[config.mk]
export PLATFORM = sky130hd
export DESIGN_NAME = des_cbc_ctrl
export DESIGN_NICKNAME = d
export VERILOG_FILES = /design/src/rtl/des_cbc_ctrl.sv
export SDC_FILE = /design/constraint.sdc
export NUM_CORES = 1
export LEC_CHECK = 0
export ABC_AREA = 1
export CAP_MARGIN = 10
export CORE_MARGIN = 2
export CORE_UTILIZATION = 42
export DETAILED_ROUTE_END_ITERATION = 10
export PLACE_DENSITY = 0.74
export SLEW_MARGIN = 15
export SYNTH_ARGS = -nofsm -noshare
export SYNTH_HDL_FRONTEND = slang
export SYNTH_SLANG_ARGS = --single-unit
[constraint.sdc]
create_clock -name clk -period 1.5 [get_ports clk]
set_input_delay 0.225 -clock clk [delete_from_list [all_inputs] [get_ports clk]]
set_output_delay 0.225 -clock clk [all_outputs]
set_load 0.02 [all_outputs]
[src/rtl/des_cbc_ctrl.sv]
// CBC chaining sequencer in front of an iterative DES core: accepts 64-bit blocks,
// runs them through the core one at a time and returns the chained result.
module des_cbc_ctrl #(
  parameter int CNT_W = 16
) (
  input  logic             clk,
  input  logic             reset,
  input  logic             start_i,
  input  logic             mode_i,
  input  logic [63:0]      key_i,
  input  logic [63:0]      iv_i,
  input  logic             in_valid,
  input  logic [63:0]      in_data,
  input  logic             in_last,
  output logic             in_ready,
  output logic             out_valid,
  output logic [63:0]      out_data,
  output logic             out_last,
  input  logic             out_ready,
  output logic             des_enable_o,
  output logic             des_mode_o,
  output logic [63:0]      des_key_o,
  output logic [63:0]      des_data_o,
  input  logic [63:0]      des_data_i,
  input  logic             des_ready_i,
  output logic             busy_o,
  output logic [CNT_W-1:0] blk_cnt_o
);

  typedef enum logic [1:0] {
    S_IDLE   = 2'd0,
    S_ACCEPT = 2'd1,
    S_RUN    = 2'd2,
    S_HOLD   = 2'd3
  } state_t;

  state_t           state_q, state_d;
  logic [63:0]      key_q, key_d;
  logic             mode_q, mode_d;
  logic [63:0]      chain_q, chain_d;
  logic [63:0]      csave_q, csave_d;
  logic             last_q, last_d;
  logic [CNT_W-1:0] cnt_q, cnt_d;
  logic [63:0]      out_data_q, out_data_d;
  logic             out_valid_q, out_valid_d;
  logic             out_last_q, out_last_d;
  logic             des_en_q, des_en_d;
  logic [63:0]      des_data_q, des_data_d;
  logic             in_ready_q, in_ready_d;
  logic             busy_q, busy_d;

  logic in_hs;
  logic out_hs;
  logic out_done;

  assign in_hs    = in_valid && in_ready_q;
  assign out_hs   = out_valid_q && out_ready;
  // Result counts as consumed in the cycle of its handshake, so HOLD can exit without a bubble.
  assign out_done = !out_valid_q || out_hs;

  always_ff @(posedge clk) begin
    if (reset) begin
      state_q     <= S_IDLE;
      key_q       <= '0;
      mode_q      <= 1'b0;
      chain_q     <= '0;
      csave_q     <= '0;
      last_q      <= 1'b0;
      cnt_q       <= '0;
      out_data_q  <= '0;
      out_valid_q <= 1'b0;
      out_last_q  <= 1'b0;
      des_en_q    <= 1'b0;
      des_data_q  <= '0;
      in_ready_q  <= 1'b0;
      busy_q      <= 1'b0;
    end else begin
      state_q     <= state_d;
      key_q       <= key_d;
      mode_q      <= mode_d;
      chain_q     <= chain_d;
      csave_q     <= csave_d;
      last_q      <= last_d;
      cnt_q       <= cnt_d;
      out_data_q  <= out_data_d;
      out_valid_q <= out_valid_d;
      out_last_q  <= out_last_d;
      des_en_q    <= des_en_d;
      des_data_q  <= des_data_d;
      in_ready_q  <= in_ready_d;
      busy_q      <= busy_d;
    end
  end

  always_comb begin
    state_d = state_q;
    case (state_q)
      S_IDLE:   if (start_i) state_d = S_ACCEPT;
      S_ACCEPT: if (in_hs) state_d = S_RUN;
      S_RUN:    if (des_ready_i) state_d = S_HOLD;
      S_HOLD: begin
        if (!des_ready_i && out_done) state_d = last_q ? S_IDLE : S_ACCEPT;
      end
      default:  state_d = S_IDLE;
    endcase
  end

  always_comb begin
    key_d       = key_q;
    mode_d      = mode_q;
    chain_d     = chain_q;
    csave_d     = csave_q;
    last_d      = last_q;
    cnt_d       = cnt_q;
    out_data_d  = out_data_q;
    out_valid_d = out_valid_q;
    out_last_d  = out_last_q;
    des_en_d    = des_en_q;
    des_data_d  = des_data_q;
    case (state_q)
      S_IDLE: begin
        if (start_i) begin
          key_d   = key_i;
          mode_d  = mode_i;
          chain_d = iv_i;
          cnt_d   = '0;
        end
      end
      S_ACCEPT: begin
        if (in_hs) begin
          des_data_d = mode_q ? in_data : (in_data ^ chain_q);
          csave_d    = in_data;
          last_d     = in_last;
          des_en_d   = 1'b1;
        end
      end
      S_RUN: begin
        if (des_ready_i) begin
          // Decrypt chains on the saved ciphertext, encrypt on the fresh core output.
          out_data_d  = mode_q ? (des_data_i ^ chain_q) : des_data_i;
          chain_d     = mode_q ? csave_q : des_data_i;
          out_valid_d = 1'b1;
          out_last_d  = last_q;
          des_en_d    = 1'b0;
        end
      end
      S_HOLD: begin
        if (out_hs) begin
          out_valid_d = 1'b0;
          cnt_d       = cnt_q + CNT_W'(1);
        end
      end
      default: ;
    endcase
    in_ready_d = (state_d == S_ACCEPT);
    busy_d     = (state_d != S_IDLE);
  end

  assign in_ready     = in_ready_q;
  assign out_valid    = out_valid_q;
  assign out_data     = out_data_q;
  assign out_last     = out_last_q;
  assign des_enable_o = des_en_q;
  assign des_mode_o   = mode_q;
  assign des_key_o    = key_q;
  assign des_data_o   = des_data_q;
  assign busy_o       = busy_q;
  assign blk_cnt_o    = cnt_q;

endmodule
# --- Yosys cells after proc, flatten, opt, wreduce, memory -nomap -nowiden ---
# Index checks and enable logic that the tools add are counted.
totals:
  register_bits: 345
  latch_bits: 0
  ramBits: 0
  rom_bits: 0
  input_bits: 264
  mem_count: 0
classes:
  addsub: 1
  multipliers: 0
  div: 0
  order_cmp: 0
  n_eq_ne: 8
  shifts: 0
  n_mux: 21
  n_bitwise: 2
  n_reduce_logical: 19
ops:
  columns: ["operator", "count"]
  rows:
  - ["2-to-1 mux 64 bit", 5]
  - ["case mux 64 bit (2 select lines)", 1]
  - ["XOR 64 bit", 2]
  - ["2-to-1 mux 16 bit", 2]
  - ["case mux 16 bit (2 select lines)", 1]
  - ["adder 16 x 1 -> 16 bit, second input constant", 1]
  - ["AND reduction 3 bit", 4]
  - ["nonzero test 2 bit", 5]
  - ["2-to-1 mux 2 bit", 4]
  - ["!= test 2 bit, second input constant", 4]
  - ["case mux 2 bit (4 select lines)", 1]
  - ["AND reduction 2 bit", 3]
  - ["2-to-1 mux 1 bit", 5]
  - ["== test 2 x 1 -> 1 bit, second input constant", 2]
  - ["== test 2 bit, second input constant", 2]
  - ["case mux 1 bit (2 select lines)", 2]
  - ["logical AND 1 bit", 3]
  - ["logical NOT 1 bit", 2]
  - ["logical NOT 2 bit", 1]
  - ["logical OR 1 bit", 1]

# --- Depth between registers and ports, before layout ---
# Gate-level depths: netlist (run 1).
logic_depth:
  ltp_word: 6
  mapped_depth: 9
  depth_no_buf: 9

# --- Worst setup path before layout (run 1) ---
# No wires, ideal clock.
synth_path:
  kind: "register -> register"
  start: "reg cnt_q[0], in the netlist blk_cnt_o[0]"
  end: "reg cnt_q[12], in the netlist blk_cnt_o[12]"
  setup_time_ns: 0.117
  t_arrival_ns: 1.321
  t_required_ns: 1.383
  path_slack_ns: 0.062
  stages_incl_launch_ff: 9
  path_buffers: 0
  period_less_slack_ns: 1.438
  path_cell_list: "dfxtp_1 ha_1 nand2_1 nor2_1 nand2_1 inv_1 nand3_1 o21ai_0 nor2_1"
synth_between:
  elab_chain_len: 3
synth_rtl:
  columns: ["element", "line_no", "rtl"]
  rows:
  - ["from (decl)", "43", "logic [CNT_W-1:0] cnt_q, cnt_d;"]
  - ["from (signal assigned)", "84", "cnt_q <= cnt_d;"]
  - ["adder 16 x 1 -> 16 bit", "150", "cnt_d = cnt_q + CNT_W'(1);"]
  - ["2-to-1 mux 16 bit", "148", "if (out_hs) begin"]
  - ["case mux 16 bit (2 select lines)", "120", "case (state_q)"]
# No other way between the ends. The select of a mux whose other input is x is not followed.
# A chain may end at the register's enable or synchronous reset.

# --- Worst setup path in the final report (run 1) ---
layout_path:
  start: "reg des_data_q[34], in the netlist des_data_o[34]"
  end: "out des_data_o[34]"
layout_lines:
  columns: ["element", "line_no", "rtl"]
  rows:
  - ["from (decl)", "48", "logic [63:0] des_data_q, des_data_d;"]
  - ["from (signal assigned)", "89", "des_data_q <= des_data_d;"]
  - ["to (decl)", "23", "output logic [63:0] des_data_o,"]
# No word-level cell between the ends.

==> summary.md, run 1 <==
| Metric | Value |
|---|---|
| Met1 Resource Use GR | between 30% and 40% |
| P_sw | approximately 6300 µW |
| Pwr Density | between 1000 and 1500 mW/mm² |
| Mean Syn Cell Area | between 7 and 8 µm² |
| Syn_nets | ~2200 |
| Cells after Synth | 1930 |
| Worst-path clk slew | approximately 60 ps |
| Slowest CP cell | dlygate4sd2_1 |
| Final min period | 1470 ps |
| Flop pwr share | between 40% and 50% |
| Worst slew pin tran | roughly 350 ps |
| LEAKAGE | about 0.0090 µW |
| Synthesis-stage register bit count | between 300 and 400 |
| GR Util All Layers | 26.4% |
| Int Power | 17500 µW |
| Critical path endpoint category | output port |
| Synth unique cells | 30 |
| DIE AREA | between 0.03 and 0.04 mm² |
| Crit path required time | about 1300 ps |
| Setup ws final | 27.7 ps |
| Design Power | 23900 µW |
| 1st-iter DRT viols | 830 |
| Status | finished, final reports clean |
| Vias in the first global route | between 10000 and 15000 |
| Worst Skew | about 14 ps |
| CP top delay family | buffers and inverters |
| F_max | between 600 and 700 MHz |
| Global-route wire length before repair | ~77 mm |
| Finished Core Util | between 60% and 70% |
| Clock H-tree levels | 2 |
| Total Wirelength | a little over 50 mm |
| CTS tree | done |
| Hold Path Class | primary input to register |
| Setup tns final | 0 ps |
| Clock power share | 41.4% |
| Max-slew headroom | between 70% and 80% |
| # DRC | 0 |
| Final count of hold timing violations | 0 |
| Startpoint Class | register |
| HPWL Detailed | approximately 36 mm |
| Largest net degree at the start of global routing | 63 |
| Final setup violation count | 0 |
| Starting Density | 42.7% |
| # nets final | between 2000 and 3000 |
| Net Sw Frac | 26.6% |
| Max_cap viols | 0 |
| Clock Root Buffer | clkbuf_16 |
| FP Rows | 68 |
| CP Cell Sequence | dlygate4sd2_1 |
| Peak VDD IR | about 0.001 V |
| Max incr delay on CP | 400 ps |
| Commonest non-fill, non-tap cell in the layout | dfxtp_1 |
| TritonRoute pass-1 iters | 5 |
| Met2 usage | roughly 44% |
| Core area | around 0.035 mm² |
| Syn. warnings | 0 |
| Post-CTS Hold Buffers | 0 |
| Initial antenna violation count | 8 |
| Seq/Total Area, Yosys | between 40% and 50% |
| Io pins | ~480 |
| Worst skew pair latency | 530 ps |
| Crit path arrival time | roughly 1300 ps |
| Crit Path Max Fanout | 2 |
| Port bufs | 477 |
| Drt via density | about 5.2 |
| RSZ-0062 raised after global routing | yes |
| CTS max path bufs | 3 |
| Met3 Track Usage GR | 5.71% |
| Most Crowded Layer GR | met2 |
| Worst path bufs/invs | 1 |
| Dpl ws | -236 ps |
| Clock Sink Count | ~350 |
| Die Y | between 150 and 200 µm |
| Post-route ant nets | 0 |
| Commonest non-fill, non-tap cells in the layout | dfxtp_1 (337), a21oi_1 (333), nand2_1 (303) |
| Gpl congestion | 0.932 |
| WS Path Type | register to output port |
| DR vias | roughly 15000 |
| Layout area overhead | 45.6% |
| R2R Setup Slk | ~70 ps |
| Cell area after synthesis | approximately 0.015 mm² |
| WL per Instance | about 18 µm |
| Part of the cycle the worst path needs | between 90% and 100% |
| CTS buffer count | 39 |
| Ratio of cells with drive above 1 in the final layout | 7.84% |
| Die width | between 150 and 200 µm |
| Slew Viols, Final | 0 |
| Gate power share | about 17% |
| Total gr overflow | 0 |
registers in the layout, summed over array words and instances (netlist names):
register      cells
out_last          1
chain_q          64
des_mode_o        1
des_key_o        64
state_q           2
des_data_o       64
out_valid         1
blk_cnt_o        16
csave_q          64
busy_o            1
last_q            1
des_enable_o      1
in_ready          1
out_data         64
metrics by stage:
stage          instances  cell area (µm²)  hold WS (ps)
5_1_grt             2871            21500           329
4_1_cts             2863            21400           299
3_3_place_gp        2793            20300           447
3_5_place_dp        2793            20300           461
2_1_floorplan       1930            14800           294
6_report            2872            21500           318
what timing repair did:
| item | CTS | global route |
|---|---|---|
| gates cloned | 0 | 1 |
| setup buffers | 0 | 1 |
| gates resized for setup | 257 | 34 |
| endpoints found under the setup margin | 215 | 182 |
power by group through the flow:
stage / Combinational (µW) / Sequential (µW) / Clock [µW]
after floorplan: 1780 / 10500 / 0
after global placement: 4020 / 10200 / 0
after detailed placement: 4090 / 10200 / 0
after CTS: 3920 / 10000 / 10000
after global routing: 4300 / 10100 / 10400
final: 3960 / 10000 / 9860
Yosys cell counts (all sizes together):
library cell | n | area, µm²
xor2 | 129 | 1130
inv | 30 | 113
o21ai | 327 | 1650
a21oi | 333 | 1670
buf | 92 | 636
nand2 | 307 | 1170
nand3 | 9 | 70.1
nor2 | 288 | 1080
dfxtp | 345 | 6910
ha | 1 | 12.5
nand3b | 1 | 7.51
nor3 | 2 | 10.0
clkinv | 1 | 3.75
clkbuf | 57 | 218
nand4 | 7 | 71.3
a31oi | 1 | 6.26
layer usage:
| metal | wire length (µm) | up-vias |
|---|---|---|
| met4 | 1980 | 0 |
| met3 | 4040 | 115 |
| met5 | 0 | - |
| met1 | 20200 | 6993 |
| met2 | 24000 | 610 |
| li1 | - | 7305 |
path summary, 6_finish.rpt:
kind | to | depth (start not counted) | from
max | des_data_o[34] | 1 | des_data_o[34]
min | des_key_o[62] | 3 | key_i[62]
max reg2reg | des_key_o[2] | 6 | state_q[0]
min reg2reg | blk_cnt_o[4] | 2 | blk_cnt_o[4]
cell families (layout without fill, tap and decap cells):
logic type	after synthesis	after routing	synth area share (%)
AOI/OAI and AO/OA	661	661	22.5
xor gates and xnor gates	129	129	7.66
adders and majority gates	1	1	0.0848
buffers and inverters	180	660	6.57
DFF	345	345	46.8
other	0	7	0
and+or+nand+nor	614	614	16.3
cell type report:
class | count | area [µm²]
Tap cell | 455 | 569
Fill cell | 3095 | 13100
Multi-Input combinational cell | 1405 | 6880
Sequential cell | 345 | 6920
Inverter | 31 | 143
Clock buffer | 59 | 1150
Timing Repair Buffer | 559 | 5630
Clock inverter | 11 | 170
Antenna cell | 7 | 17.5
Power figures use the tool's default switching activity.
==> run 2, diff against run 1 <==
--- a/config.mk
+++ b/config.mk
@@ -7,10 +7,9 @@
 export LEC_CHECK = 0
 export ABC_AREA = 1
 export CAP_MARGIN = 10
-export CORE_MARGIN = 2
 export CORE_UTILIZATION = 42
 export DETAILED_ROUTE_END_ITERATION = 10
-export PLACE_DENSITY = 0.74
+export DONT_BUFFER_PORTS = 1
 export SLEW_MARGIN = 15
 export SYNTH_ARGS = -nofsm -noshare
 export SYNTH_HDL_FRONTEND = slang
==> run 2 against run 1 <==
Net effect: cell count is 7.2% lower; highest routed layer unchanged; die area shrank 2.1%; worst hold slack worse by 290 ps; largest cell class is now multi-input combinational cells; critical path type is now register to register.
==> summary.md, run 2 (same netlist as run 1, synthesis figures left out) <==
| Metric | Value |
|---|---|
| Drt via density | 5.41 (+3.4%) |
| F_max | 689 MHz (+1.4%) |
| Finished Core Util | 56.9% (-5.3 points) |
| WS Path Type | register to register |
| Layout area overhead | 33.3% |
| Met2 usage | 44.1% (-0.15 points) |
| CP top delay family | buffers and inverters |
| Clock Sink Count | 345 (unchanged) |
| Worst path bufs/invs | 3 (+2) |
| Max incr delay on CP | 340 ps (-60 ps) |
| Reg2reg start | state_q[0] |
| Critical Path Source | state_q[0] |
| LEAKAGE | 0.00763 µW (-15%) |
| Pwr Density | 1180 mW/mm² (+6.0%) |
| TritonRoute pass-1 iters | 5 (unchanged) |
| Worst skew pair latency | 550 ps (+20 ps) |
| Crit path required time | 1930 ps (+660 ps) |
| Max-slew headroom | 68.9% (-7.8 points) |
| Ratio of cells with drive above 1 in the final layout | 8.12% (+0.28 points) |
| Design Power | 23100 µW (-3.0%) |
| Final count of hold timing violations | 0 (unchanged) |
| Most frequent CP cell | buf_4 |
| FP Rows | 68 (unchanged) |
| Placed cell count | 2317 (-17%) |
| CP Cell Sequence | inv_2, nand3_4, buf_4, buf_4, o21ai_0, nor2_1 |
| Total gr overflow | 0 (unchanged) |
| 1st-iter DRT viols | 984 (+19%) |
| Non-filler instance count after layout | 2665 (-7.2%) |
| Io pins | 478 (unchanged) |
| Flop pwr share | 45.1% (+3.0 points) |
| Slew Viols, Final | 0 (unchanged) |
| R2R Setup Slk | 50 ps (-20 ps) |
| DIE AREA | 0.0359 mm² (-2.1%) |
| CTS tree | done |
| Crit path arrival time | 1880 ps (+630 ps) |
| Final min period | 1450 ps (-21.0 ps) |
| P_sw | 6330 µW (-0.14%) |
| Commonest non-fill, non-tap cell in the layout | dfxtp_1 |
| Filler cell count | 3131 (+1.2%) |
| Clock Root Buffer | clkbuf_16 |
| Final Cell Area | 0.0197 mm² (-8.5%) |
| Port bufs | 0 (-100%) |
| Crit Path Max Fanout | 22 (+20) |
| GR Util All Layers | 26.3% (-0.054 points) |
| Worst slew pin tran | 466 ps (+117 ps) |
| Gpl congestion | 0.895 (-4.0%) |
| Largest net degree at the start of global routing | 75 (+19%) |
| Part of the cycle the worst path needs | 96.8% (-1.4 points) |
| CTS max path bufs | 3 (unchanged) |
| Clock power share | 41.2% (-0.2 points) |
| # nets final | 2442 (-7.7%) |
| DP Area | 0.0155 mm² (-24%) |
| Total Wirelength | 51.4 mm (+2.3%) |
| Clock H-tree levels | 2 (unchanged) |
| Net Sw Frac | 27.4% (+0.77 points) |
| Initial antenna violation count | 6 (-2) |
| Most Crowded Layer GR | met2 |
| HPWL Detailed | 31.7 mm (-11%) |
| Worst-path clk slew | 60 ps (about the same) |
| Global-route wire length before repair | 75.5 mm (-2.4%) |
| Peak VDD IR | 0.000879 V (-15%) |
| Core area | 0.0345 mm² (unchanged) |
| Met3 Track Usage GR | 7.78% (+2.1 points) |
| Die width | 189 µm (-1.0%) |
| Met1 Resource Use GR | 30.9% (-1.3 points) |
| CTS buffer count | 39 (unchanged) |
| Status | finished, final reports clean |
| Post-route ant nets | 0 (unchanged) |
| Commonest non-fill, non-tap cells in the layout | dfxtp_1 (343), a21oi_1 (333), nand2_1 (303) |
| Int Power | 16800 µW (-4.0%) |
| Starting Density | 42.7% (unchanged) |
| Final setup violation count | 0 (unchanged) |
| Startpoint Class | register |
| Vias in the first global route | 13830 (-3.8%) |
| Slowest CP cell | dfxtp_2 |
| HP Start | in_valid |
| # DRC | 0 (unchanged) |
| Max_cap viols | 0 (unchanged) |
| Setup tns final | 0 ps (unchanged) |
| Critical path endpoint category | register |
| WL per Instance | 19.3 µm (+10%) |
| Die Y | 189 µm (-1.0%) |
| Hold Path Class | primary input to register |
| Worst Skew | 8.27 ps (-5.95 ps) |
| DR vias | 14417 (-4.0%) |
| Gate power share | 13.7% (-2.9 points) |
[run 2: cell types whose count changed in the layout (fill, tap and decap cells not counted), sizes merged]
| cell | before | now |
|---|---|---|
| bufbuf | 0 | 1 |
| bufinv | 4 | 2 |
| dlygate4sd3 | 0 | 260 |
| clkdlybuf4s15 | 33 | 0 |
| clkbuf | 64 | 65 |
| clkdlybuf4s50 | 263 | 0 |
| buf | 84 | 88 |
| diode | 7 | 6 |
| dlygate4sd2 | 174 | 0 |
[run 2: per-layer routing]
metal,share of wire (%),wire (µm),up-vias
met2,47,24400,649
met3,9.0,4610,119
met5,0,0,-
li1,-,-,6892
met1,40,20300,6757
met4,4.0,2040,0
[run 2: stage by stage]
step,hold WS (ps),setup slack [ps]
floorplan,294,62.2
global placement,297,45.4
detailed placement,298,24.9
CTS,3.84,6.20
global route,45.5,-10.2
finish,30.2,48.7
[run 2: final cells by class]
class / instances / area, µm² / share of cell area [%]
Antenna cell: 6 / 15.0 / 0.0764
Multi-Input combinational cell: 1405 / 6920 / 35.2
Inverter: 31 / 144 / 0.732
Timing Repair Buffer: 355 / 3850 / 19.6
Sequential cell: 345 / 6910 / 35.1
Clock inverter: 9 / 95.1 / 0.484
Clock buffer: 59 / 1160 / 5.92
Tap cell: 455 / 569 / 2.89
[run 2: worst paths after layout]
| path | to | depth (start not counted) |
|---|---|---|
| worst max register to register | des_key_o[5] | 6 |
| worst max-delay path | des_key_o[5] | 6 |
| worst min register to register | csave_q[33] | 2 |
| worst min-delay path | des_data_o[4] | 3 |
[run 2: power by group through the flow]
stage | Combinational [µW] | Sequential [µW] | Clock [µW]
6_report | 3170 | 10400 | 9540
5_1_grt | 3480 | 10500 | 10100
4_1_cts | 3040 | 10400 | 9720
3_5_place_dp | 2340 | 10600 | 0
3_3_place_gp | 2290 | 10600 | 0
2_1_floorplan | 1780 | 10500 | 0
[run 2: repair_timing]
| action | CTS | global route |
|---|---|---|
| endpoints found under the setup margin | 1 | 136 |
| setup buffers | 0 | 7 |
| hold buffers | 260 | 0 |
| gates cloned | 1 | 6 |
| pin swaps | 0 | 3 |
| resized for setup | 0 | 18 |
| hold endpoints to repair | 327 | 0 |
[run 2: worst register-to-register path: stages (launching register included)]
cell     delay (ps)
dfxtp_2         340
inv_2           100
nand3_4         180
buf_4           250
buf_4           190
o21ai_0         210
nor2_1           70
==> run 3, diff against run 2 <==
--- a/config.mk
+++ b/config.mk
@@ -5,7 +5,6 @@
 export SDC_FILE = /design/constraint.sdc
 export NUM_CORES = 1
 export LEC_CHECK = 0
-export ABC_AREA = 1
 export CAP_MARGIN = 10
 export CORE_UTILIZATION = 42
 export DETAILED_ROUTE_END_ITERATION = 10
==> run 3 against run 2 <==
Net effect: the flow now finishes with violations (negative hold slack, negative setup slack); highest routed layer unchanged; worst hold slack worse by 260 ps; largest power group unchanged; die area is 0.68% higher; critical path type unchanged; final area is 4.1% higher.
==> summary.md, run 3 <==
| Metric | Value |
|---|---|
| Final min period | 1620 ps (+168 ps) |
| Pwr Density | 1110 mW/mm² (-5.4%) |
| Core area | 0.0347 mm² (+0.49%) |
| DP Area | 0.0158 mm² (+2.4%) |
| Commonest non-fill, non-tap cell in the layout | nand2_1 |
| Crit path arrival time | 2090 ps (+210 ps) |
| GR Util All Layers | 24.7% (-1.6 points) |
| CTS buffer count | 39 (unchanged) |
| Setup ws final | -119 ps (-168 ps) |
| RSZ-0062 raised after global routing | yes |
| Worst-path clk slew | 60 ps (about the same) |
| Syn_nets | 2080 (-5.2%) |
| CP Cell Sequence | or3b_4, a211o_1, or3_1, a21oi_1 |
| DIE AREA | 0.0361 mm² (+0.68%) |
| Filler cell count | 2937 (-6.2%) |
| Die Y | 190 µm (+0.34%) |
| Synthesis-stage register bit count | 345 (unchanged) |
| Worst hold slack | -234 ps (-264 ps) |
| Antenna diodes | 0 (-6) |
| Final setup violation count | 131 (+131) |
| Clock H-tree levels | 2 (unchanged) |
| Io pins | 478 (unchanged) |
| Final Cell Area | 0.0205 mm² (+4.1%) |
| Synth unique cells | 34 (+13%) |
| F_max | 618 MHz (-10%) |
| Worst path bufs/invs | 0 (-3) |
| Syn. warnings | 0 (unchanged) |
| HPWL Detailed | 29.8 mm (-6.0%) |
| Vias in the first global route | 12381 (-10%) |
| Max_cap viols | 0 (unchanged) |
| Worst skew pair latency | 550 ps (about the same) |
| Synth async-reset ratio | 0% (unchanged) |
| Commonest non-fill, non-tap cells in the layout | nand2_1 (452), dfxtp_1 (341), a21oi_1 (186) |
| Slew Viols, Final | 0 (unchanged) |
| LEAKAGE | 0.00696 µW (-8.7%) |
| Most common cell in the synthesized netlist | nand2_1 |
| DR vias | 13559 (-6.0%) |
| CTS max path bufs | 3 (unchanged) |
| Crit path required time | 1970 ps (+40 ps) |
| Part of the cycle the worst path needs | 108% (+11 points) |
| Post-synth EDFFs | 0 (unchanged) |
| Worst Skew | 9.88 ps (+1.60 ps) |
| Cells after Synth | 1815 (-6.0%) |
| Status | complete, but fails checks |
| Synth Flop Type | dfxtp_1 |
| Max-slew headroom | 68.0% (-0.94 points) |
| CTS tree | done |
| Starting Density | 42.8% (+0.083 points) |
| Global-route wire length before repair | 70.1 mm (-7.2%) |
| Total Wirelength | 53.6 mm (+4.2%) |
| # DRC | 0 (unchanged) |
| Non-filler instance count after layout | 2439 (-8.5%) |
| 1st-iter DRT viols | 753 (-23%) |
| Clock Sink Count | 345 (unchanged) |
| Placed cell count | 2205 (-4.8%) |
| Area leader, netlist | dfxtp_1 |
| Total gr overflow | 0 (unchanged) |
| CP top delay family | simple AND/OR/NAND/NOR gates |
| Layout area overhead | 37.9% |
| Gpl congestion | 0.846 (-5.4%) |
| Top-area cell type share of the netlist area | 46.5% (-0.32 points) |
| Mean Syn Cell Area | 8.18 µm² (+7.1%) |
| Max incr delay on CP | 410 ps (+70 ps) |
| TritonRoute pass-1 iters | 8 (+3) |
| Initial antenna violation count | 0 (-6) |
| Final count of hold timing violations | 290 (+290) |
| Drt via density | 5.56 (+2.8%) |
| Top cells by count, synth | nand2_1 (465), dfxtp_1 (345), a21oi_1 (206) |
| Synth area leaders | dfxtp_1 (46%), nand2_1 (12%), a21oi_1 (6.9%) |
| Port bufs | 0 (unchanged) |
| Failing checks | negative hold slack, negative setup slack |
| Seq/Total Area, Yosys | 46.5% (-0.32 points) |
| Critical path endpoint category | register |
| Largest net degree at the start of global routing | 336 (+350%) |
| Ratio of cells with drive above 1 in the final layout | 19.9% (+12 points) |
| Cell area after synthesis | 0.0149 mm² (+0.69%) |
| Post-route ant nets | 0 (unchanged) |
| Crit Path Max Fanout | 6 (-73%) |
| Hold Path Class | primary input to register |
| Die width | 190 µm (+0.34%) |
| FP Rows | 68 (unchanged) |
| WS Path Type | register to register |
| Worst slew pin tran | 480 ps (+14.1 ps) |
| Slowest CP cell | or3b_4 |
| # nets final | 2225 (-8.9%) |
| Clock Root Buffer | clkbuf_16 |
| WL per Instance | 22.0 µm (+14%) |
| Setup tns final | -4850 ps (-4850 ps) |
| Startpoint Class | register |
| Peak VDD IR | 0.000951 V (+8.2%) |
-- run 3: cell count changes after synthesis, sizes merged, moves of 29 or more --
cell / delta
inv: -29
xnor2: +67
o211ai: +64
o21ai: -320
nand2: +158
buf: -45
mux2i: +67
clkbuf: +41
nor2b: +65
a21oi: -127
xor2: -63
a211oi: +131
nor2: -143
-- run 3: timing repair --
item                                    4_1_cts  5_1_grt
hold endpoints to repair                    334      334
gates cloned                                 10       42
hold buffers                                 53       21
endpoints found under the setup margin      251      251
pin swaps                                    16       84
setup buffers                                22       25
gates resized for setup                      40      196
-- run 3: power breakdown --
part           internal [µW]  total [µW]  switching [µW]
Sequential              9560       10100             552
Combinational           1450        2860            1410
Clock                   6020        9840            3820
-- run 3: layout make-up --
| class | count | area [µm²] | area share [%] |
|---|---|---|---|
| multi-input cells | 1324 | 8080 | 39.4 |
| well taps | 455 | 569 | 2.78 |
| flip-flops and latches | 345 | 6910 | 33.8 |
| inverters | 1 | 3.75 | 0.0183 |
| clock buffers | 57 | 1200 | 5.84 |
| repair buffers | 249 | 3600 | 17.6 |
| clock inverters | 8 | 123 | 0.599 |
-- run 3: path summary, 6_finish.rpt --
check	start	end	slack [ps]	cells past startpoint
setup / recovery	state_q[0]	blk_cnt_o[12]	-120	4
hold reg to reg	csave_q[4]	csave_q[4]	460	2
setup reg to reg	state_q[0]	blk_cnt_o[12]	-120	4
hold / removal	reset	des_key_o[13]	-230	1
-- run 3: stage by stage --
step / total power (µW) / util, % / setup WS (ps) / hold WS (ps)
CTS: 22300 / 52.8 / -106 / -270
floorplan: 11700 / - / -106 / 353
detailed placement: 12200 / 45.6 / -207 / 310
finish: 22800 / 59.0 / -119 / -234
global placement: 12100 / 45.6 / -179 / 312
global route: 23600 / 59.0 / -176 / -273
-- run 3: layer usage --
layer	vias up	share of wire, %	global-route usage (%)
met1	6442	38	28.1
met4	0	3.9	10.3
met2	563	48	41.6
li1	6424	-	-
met5	-	0	0
met3	130	9.5	8.74
-- run 3: worst reg2reg max path, stage by stage (launching register included) --
cell	delay, ps
dfxtp_2	320
or3b_4	410
a211o_1	350
or3_1	330
a21oi_1	140
-- run 3: kinds of logic after synthesis --
logic type	after synthesis	synth area share [%]
AOI/OAI and AO/OA	416	17.5
muxes	67	4.51
adders and majority gates	1	0.0842
and+or+nand+nor	707	19.6
DFF	345	46.5
xor gates and xnor gates	133	7.84
buffers and inverters	146	4.04
